--- src/rtl/write_control_if.sv ---
// Trigger/handshake and RAM write-side bundle between the capture front end and write_control.
interface write_control_if;
  logic        live_rising;
  logic        live;
  logic        trigger;
  logic        read_done;
  logic        wen;
  logic [14:0] waddr;
  logic        read_start;
  logic        busy;
  logic [5:0]  pending;
  logic [15:0] n_dropped;

  modport master (
    output live_rising, live, trigger, read_done,
    input  wen, waddr, read_start, busy, pending, n_dropped
  );

  modport slave (
    input  live_rising, live, trigger, read_done,
    output wen, waddr, read_start, busy, pending, n_dropped
  );
endinterface

--- src/rtl/write_control.sv ---
// Writes one PACKAGE_LENGTH-sample package per accepted trigger into the circular sample RAMs,
// pulses read_start when done and refuses triggers while MAX_PENDING packages are still unread.
module write_control #(
  parameter int PACKAGE_LENGTH = 518,
  parameter int MEMORY_DEPTH   = 24576,
  parameter int MAX_PENDING    = MEMORY_DEPTH / PACKAGE_LENGTH
) (
  input  logic           clk,
  input  logic           rst_n,
  write_control_if.slave bus
);
  localparam int AW = 15;
  localparam int CW = ($clog2(PACKAGE_LENGTH) > 10) ? $clog2(PACKAGE_LENGTH) : 10;
  localparam logic [CW-1:0] LAST_CNT  = CW'(PACKAGE_LENGTH - 1);
  localparam logic [AW-1:0] LAST_ADDR = AW'(MEMORY_DEPTH - 1);
  localparam logic [AW:0]   PKG_LEN   = (AW+1)'(PACKAGE_LENGTH);
  localparam logic [AW:0]   MEM_DEPTH = (AW+1)'(MEMORY_DEPTH);
  localparam logic [5:0]    MAX_PEND  = 6'(MAX_PENDING);

  typedef enum logic [1:0] {IDLE, CAPTURE, DONE} state_t;

  state_t        state;
  logic [CW-1:0] cnt;
  logic [AW-1:0] base;

  logic          accept;
  logic          drop;
  logic [AW-1:0] waddr_next;
  logic [AW:0]   base_sum;
  logic [AW:0]   base_next;
  logic [5:0]    pending_next;

  assign accept     = bus.trigger && bus.live && (state == IDLE) && (bus.pending < MAX_PEND);
  assign drop       = bus.trigger && !accept;
  assign waddr_next = (bus.waddr == LAST_ADDR) ? '0 : bus.waddr + 1'b1;
  assign base_sum   = {1'b0, base} + PKG_LEN;
  assign base_next  = (base_sum >= MEM_DEPTH) ? base_sum - MEM_DEPTH : base_sum;

  // read_start is only high in DONE, so a read_done in that cycle cancels the increment
  always_comb begin
    pending_next = bus.pending;
    if (bus.read_start && !bus.read_done) begin
      pending_next = bus.pending + 6'd1;
    end else if (!bus.read_start && bus.read_done && (bus.pending != 6'd0)) begin
      pending_next = bus.pending - 6'd1;
    end
  end

  always_ff @(posedge clk) begin
    if (!rst_n || bus.live_rising) begin
      state          <= IDLE;
      cnt            <= '0;
      base           <= '0;
      bus.wen        <= 1'b0;
      bus.waddr      <= '0;
      bus.read_start <= 1'b0;
      bus.busy       <= 1'b0;
      bus.pending    <= '0;
      bus.n_dropped  <= '0;
    end else begin
      bus.read_start <= 1'b0;
      bus.pending    <= pending_next;
      if (drop && (bus.n_dropped != 16'hFFFF)) begin
        bus.n_dropped <= bus.n_dropped + 16'd1;
      end
      case (state)
        IDLE: begin
          if (accept) begin
            state     <= CAPTURE;
            cnt       <= '0;
            bus.wen   <= 1'b1;
            bus.waddr <= base;
            bus.busy  <= 1'b1;
          end
        end
        CAPTURE: begin
          if (cnt == LAST_CNT) begin
            state          <= DONE;
            bus.wen        <= 1'b0;
            bus.read_start <= 1'b1;
          end else begin
            cnt       <= cnt + 1'b1;
            bus.waddr <= waddr_next;
          end
        end
        DONE: begin
          state    <= IDLE;
          bus.busy <= 1'b0;
          base     <= base_next[AW-1:0];
        end
        default: state <= IDLE;
      endcase
    end
  end
endmodule

--- src/flat_wrapper.sv ---
// flat-port wrapper written by rule: the top's interface ports become plain ports
module write_control_flat 
#(
  parameter int PACKAGE_LENGTH = 518,
  parameter int MEMORY_DEPTH   = 24576,
  parameter int MAX_PENDING    = MEMORY_DEPTH / PACKAGE_LENGTH
)
  (clk, rst_n, bus_live_rising, bus_live, bus_trigger, bus_read_done, bus_wen, bus_waddr, bus_read_start, bus_busy, bus_pending, bus_n_dropped);
  write_control_if bus_i ();
  input  logic clk;
  input  logic rst_n;
  input wire logic [$bits(bus_i.live_rising)-1:0] bus_live_rising;
  input wire logic [$bits(bus_i.live)-1:0] bus_live;
  input wire logic [$bits(bus_i.trigger)-1:0] bus_trigger;
  input wire logic [$bits(bus_i.read_done)-1:0] bus_read_done;
  output wire logic [$bits(bus_i.wen)-1:0] bus_wen;
  output wire logic [$bits(bus_i.waddr)-1:0] bus_waddr;
  output wire logic [$bits(bus_i.read_start)-1:0] bus_read_start;
  output wire logic [$bits(bus_i.busy)-1:0] bus_busy;
  output wire logic [$bits(bus_i.pending)-1:0] bus_pending;
  output wire logic [$bits(bus_i.n_dropped)-1:0] bus_n_dropped;
  assign bus_i.live_rising = bus_live_rising;
  assign bus_i.live = bus_live;
  assign bus_i.trigger = bus_trigger;
  assign bus_i.read_done = bus_read_done;
  assign bus_wen = bus_i.wen;
  assign bus_waddr = bus_i.waddr;
  assign bus_read_start = bus_i.read_start;
  assign bus_busy = bus_i.busy;
  assign bus_pending = bus_i.pending;
  assign bus_n_dropped = bus_i.n_dropped;
  write_control #(.PACKAGE_LENGTH(PACKAGE_LENGTH), .MEMORY_DEPTH(MEMORY_DEPTH), .MAX_PENDING(MAX_PENDING)) u_core (.clk(clk), .rst_n(rst_n), .bus(bus_i));
endmodule
--- config.mk ---
export PLATFORM = sky130hd
export DESIGN_NAME = write_control_flat
export DESIGN_NICKNAME = d
export VERILOG_FILES = /design/src/rtl/write_control_if.sv /design/src/rtl/write_control.sv /design/src/flat_wrapper.sv
export SDC_FILE = /design/constraint.sdc
export NUM_CORES = 1
export LEC_CHECK = 0
export ABC_AREA = 1
export BUFFER_PORTS_ARGS = -buffer_cell sky130_fd_sc_hd__buf_2
export CORE_UTILIZATION = 32
export CTS_CLUSTER_DIAMETER = 50
export DETAILED_ROUTE_END_ITERATION = 10
export RECOVER_POWER = 50
export SETUP_SLACK_MARGIN = 0.3
export SKIP_CTS_REPAIR_TIMING = 1
export SYNTH_ARGS = -nofsm -noshare
export SYNTH_HDL_FRONTEND = slang
export SYNTH_SLANG_ARGS = --single-unit
--- constraint.sdc ---
create_clock -name clk -period 1.9 [get_ports clk]
set_input_delay 0.38 -clock clk [delete_from_list [all_inputs] [get_ports clk]]
set_output_delay 0.38 -clock clk [all_outputs]
set_load 0.02 [all_outputs]
==> results.sh <==
export IMPL_outcome="complete, but fails checks"
export IMPL_violations="setup timing"
export IMPL_gp_congestion=0.8824
export IMPL_min_from="u_core.bus.wen"
export IMPL_totalWireLength_um=11310
export IMPL_critPathMaxStageDelay_ns=0.38
export IMPL_synthCells=588
export IMPL_fillers=1200
export IMPL_busiest_layer="met2"
export IMPL_rrSetupSlack_ns=-0.12
export IMPL_yosys_warnings=0
export IMPL_endpoint_kind="flip-flop"
export IMPL_nets=711
export IMPL_dr_pass1_iters=4
export IMPL_p_per_area_nw_per_um2=682.7
export IMPL_use_met1_pct=21.70
export IMPL_postRouteAntennaNets=0
export IMPL_max_freq_mhz=495.7
export IMPL_cts_buffers_inserted=9
export IMPL_rows=40
export IMPL_synth_cell_types=44
export IMPL_cp_required_ns=2.13
export IMPL_maxSlewViolCount=0
export IMPL_syn_to_final_growth_pct=40.21
export IMPL_drc=0
export IMPL_relSlewSlack_pct=61.09
export IMPL_yosysTopAreaCellShare_pct=33.46
export IMPL_floorplan_initialDensity_pct=32.87
export IMPL_drtIter0Drc=219
export IMPL_critPathLaunchType="flip-flop"
export IMPL_post_route_util_pct=46.09
export IMPL_setup_violations=3
export IMPL_cts_buffer_depth=2
export IMPL_r2r_cells=19
export IMPL_worstSetupPathType="flip-flop to flip-flop"
export IMPL_leakagePower_uw=0.002214
export IMPL_cap_violations=0
export IMPL_multi_input_area_um2=2620
export IMPL_finalHoldViolCount=0
export IMPL_clkTransAtPathRegs_ns=0.06
export IMPL_netlist_area_um2=3949
export IMPL_yosys_most_used_dff="dfxtp_1"
export IMPL_drive_gt1_share_pct=35.82
export IMPL_place_hpwl_um=7867
export IMPL_yosysSeqAreaShare_pct=33.46
export IMPL_synth_net_count=606
export IMPL_final_common_cell="nand2_1"
export IMPL_synth_area_per_cell_um2=6.716
export IMPL_path_max_fanout=5
export IMPL_worst_pin_slew_ns=0.5836
export IMPL_synth_edf_count=0
export IMPL_ys_async_sr_fraction_pct=0
export IMPL_final_cell_mix="108 x nand2_1, 71 x inv_1, 58 x buf_4, 46 x a21oi_1, 40 x nor2_1"
export IMPL_timing_rr_start="u_core.base[1]"
export IMPL_critPathArrivalTime_ns=2.25
export IMPL_numPortBuffers=45
export IMPL_ys_ff_latch=66
export IMPL_crit_path_top_delay_cell="dfxtp_4"
export IMPL_fin_crit_ns=2.017
export IMPL_dieArea_um2=12790
export IMPL_fp_dieW_um=113.1
export IMPL_grt_overflow=0
export IMPL_via_per_inst=5.005
export IMPL_n_antenna_cell=0
export IMPL_fp_coreArea_um2=12010
export IMPL_ir_worst_vdd_mv=0.5621
export IMPL_io_pins=46
export IMPL_pre_cts_slack_ns=-0.1854
export IMPL_min_path_cells=2
export IMPL_critPathMostFrequentCell="nand2_2"
export IMPL_wire_per_inst_um=13.39
export IMPL_fin_ws_ns=-0.1175
export IMPL_rsz0062_at_grt="true"
export IMPL_hold_path_class="flip-flop to flip-flop"
export IMPL_vias=4229
export IMPL_synth_area_leaders="dfxtp_1 33%, nand2_1 12%, a21oi_1 7.5%"
export IMPL_seqCellArea_um2=1379
export IMPL_min_to="u_core.bus.wen"
export IMPL_cts_sinks=66
export IMPL_period_share_pct=106.2
export IMPL_grt_use_met3_pct=4.178
export IMPL_grt_pass1_wl_um=17640
export IMPL_die_height_um=113.1
export IMPL_grt_pass1_vias=3824
export IMPL_grt_util_all_layers_pct=17.23
export IMPL_grt_use_met2_pct=28.14
export IMPL_fin_skew_ns=0.005665
export IMPL_synth_top_area_cell="dfxtp_1"
export IMPL_clockRootBuffer="clkbuf_16"
export IMPL_antenna_found_initial=0
export IMPL_h_tree_depth=3
export IMPL_timing_critical_path_cells="inv_4 > ha_4 > nor2_4 > nand2_2 > nand2_4 > nand3_2 > nand2_2 > ha_4 > nand2_2 > inv_2 > nand2_1 > nor2_1 > nand3_1 > nor2_1 > nand3_1 > nand2_2 > nor2_1 > o21ai_1 > inv_1"
export IMPL_r2r_end="u_core.base[13]"
export IMPL_cts_tree="done"
export IMPL_grt_start_max_net_pins=28
export IMPL_hold_slack_ns=0.4609
export IMPL_clk_insertion_delay_late_ns=0.34
## logic make-up (layout without fill, tap and decap cells)
group	Yosys count	in the layout	share of synthesized area (%)
xor gates and xnor gates	12	12	2.662
buffers and inverters	102	212	10.46
and+or+nand+nor	279	279	33.33
DFF	66	66	33.46
adders and majority gates	12	12	3.992
AOI/OAI and AO/OA	117	117	16.10
## metal layers
layer / vias to the layer above / share of wire [%]
met3: 16 / 3.9
li1: 2137 / -
met1: 1984 / 45
met2: 92 / 49
met4: 0 / 1.8
met5: - / 0
## cells in the mapped netlist (all sizes together) (2+ instances only)
| cell type | n |
|---|---|
| buf | 9 |
| nand3 | 43 |
| nor4 | 7 |
| o21ai | 41 |
| ha | 11 |
| o211ai | 7 |
| o21bai | 2 |
| o22ai | 3 |
| xor2 | 10 |
| or2 | 8 |
| nor3 | 16 |
| nand2 | 131 |
| clkbuf | 6 |
| xnor2 | 2 |
| a21oi | 61 |
| nor2 | 62 |
| inv | 86 |
| nand4 | 9 |
| dfxtp | 66 |
## report_power, final
part	internal, uW	switching [uW]	total [uW]
sequential	1420	56.3	1470
combinational	214	323	537
clock	1150	624	1770
total	2780	1000	3780
## worst max-delay path, delay by kind of cell (launching register included)
kind | cells | cell delay, ns
AOI/OAI and AO/OA | 1 | 0.12
buffers and inverters | 3 | 0.13
adders and majority gates | 2 | 0.28
DFF | 1 | 0.38
and+or+nand+nor | 13 | 0.99
## cell type report
cell class / count / area share, %
Multi-Input combinational cell: 420 / 47.32
Sequential cell: 66 / 24.90
Timing Repair Buffer: 109 / 12.66
Inverter: 87 / 6.169
Clock buffer: 11 / 4.203
Tap cell: 147 / 3.322
Clock inverter: 5 / 1.424
## sequential cells by signal, summed over array words and instances, names as in the netlist
signal	count
u_core.base	14
u_core.bus.busy	1
u_core.bus.n_dropped	16
u_core.bus.pending	6
u_core.bus.read_start	1
u_core.bus.waddr	15
u_core.bus.wen	1
u_core.cnt	10
u_core.state	2
## worst max path at each step
stage / slack, ns / start / endpoint
floorplan: -0.01 / u_core.bus.read_start / u_core.bus.pending[5]
global placement: -0.14 / bus_read_done / u_core.bus.pending[5]
detailed placement: -0.19 / bus_read_done / u_core.bus.pending[5]
CTS: -0.16 / u_core.base[4] / u_core.base[14]
global route: -0.34 / u_core.base[1] / u_core.base[13]
finish: -0.12 / u_core.base[1] / u_core.base[13]
## metrics by stage
step	cells	power, uW	setup TNS (ns)	cell area, um2
CTS	828	3743	-0.3549	5075
global placement	812	1947	-0.2697	4763
detailed placement	812	1957	-0.4133	4763
finish	845	3780	-0.3033	5537
floorplan	588	1813	-0.01411	4083
global route	845	3935	-1.969	5537
Power figures use the tool's default switching activity.
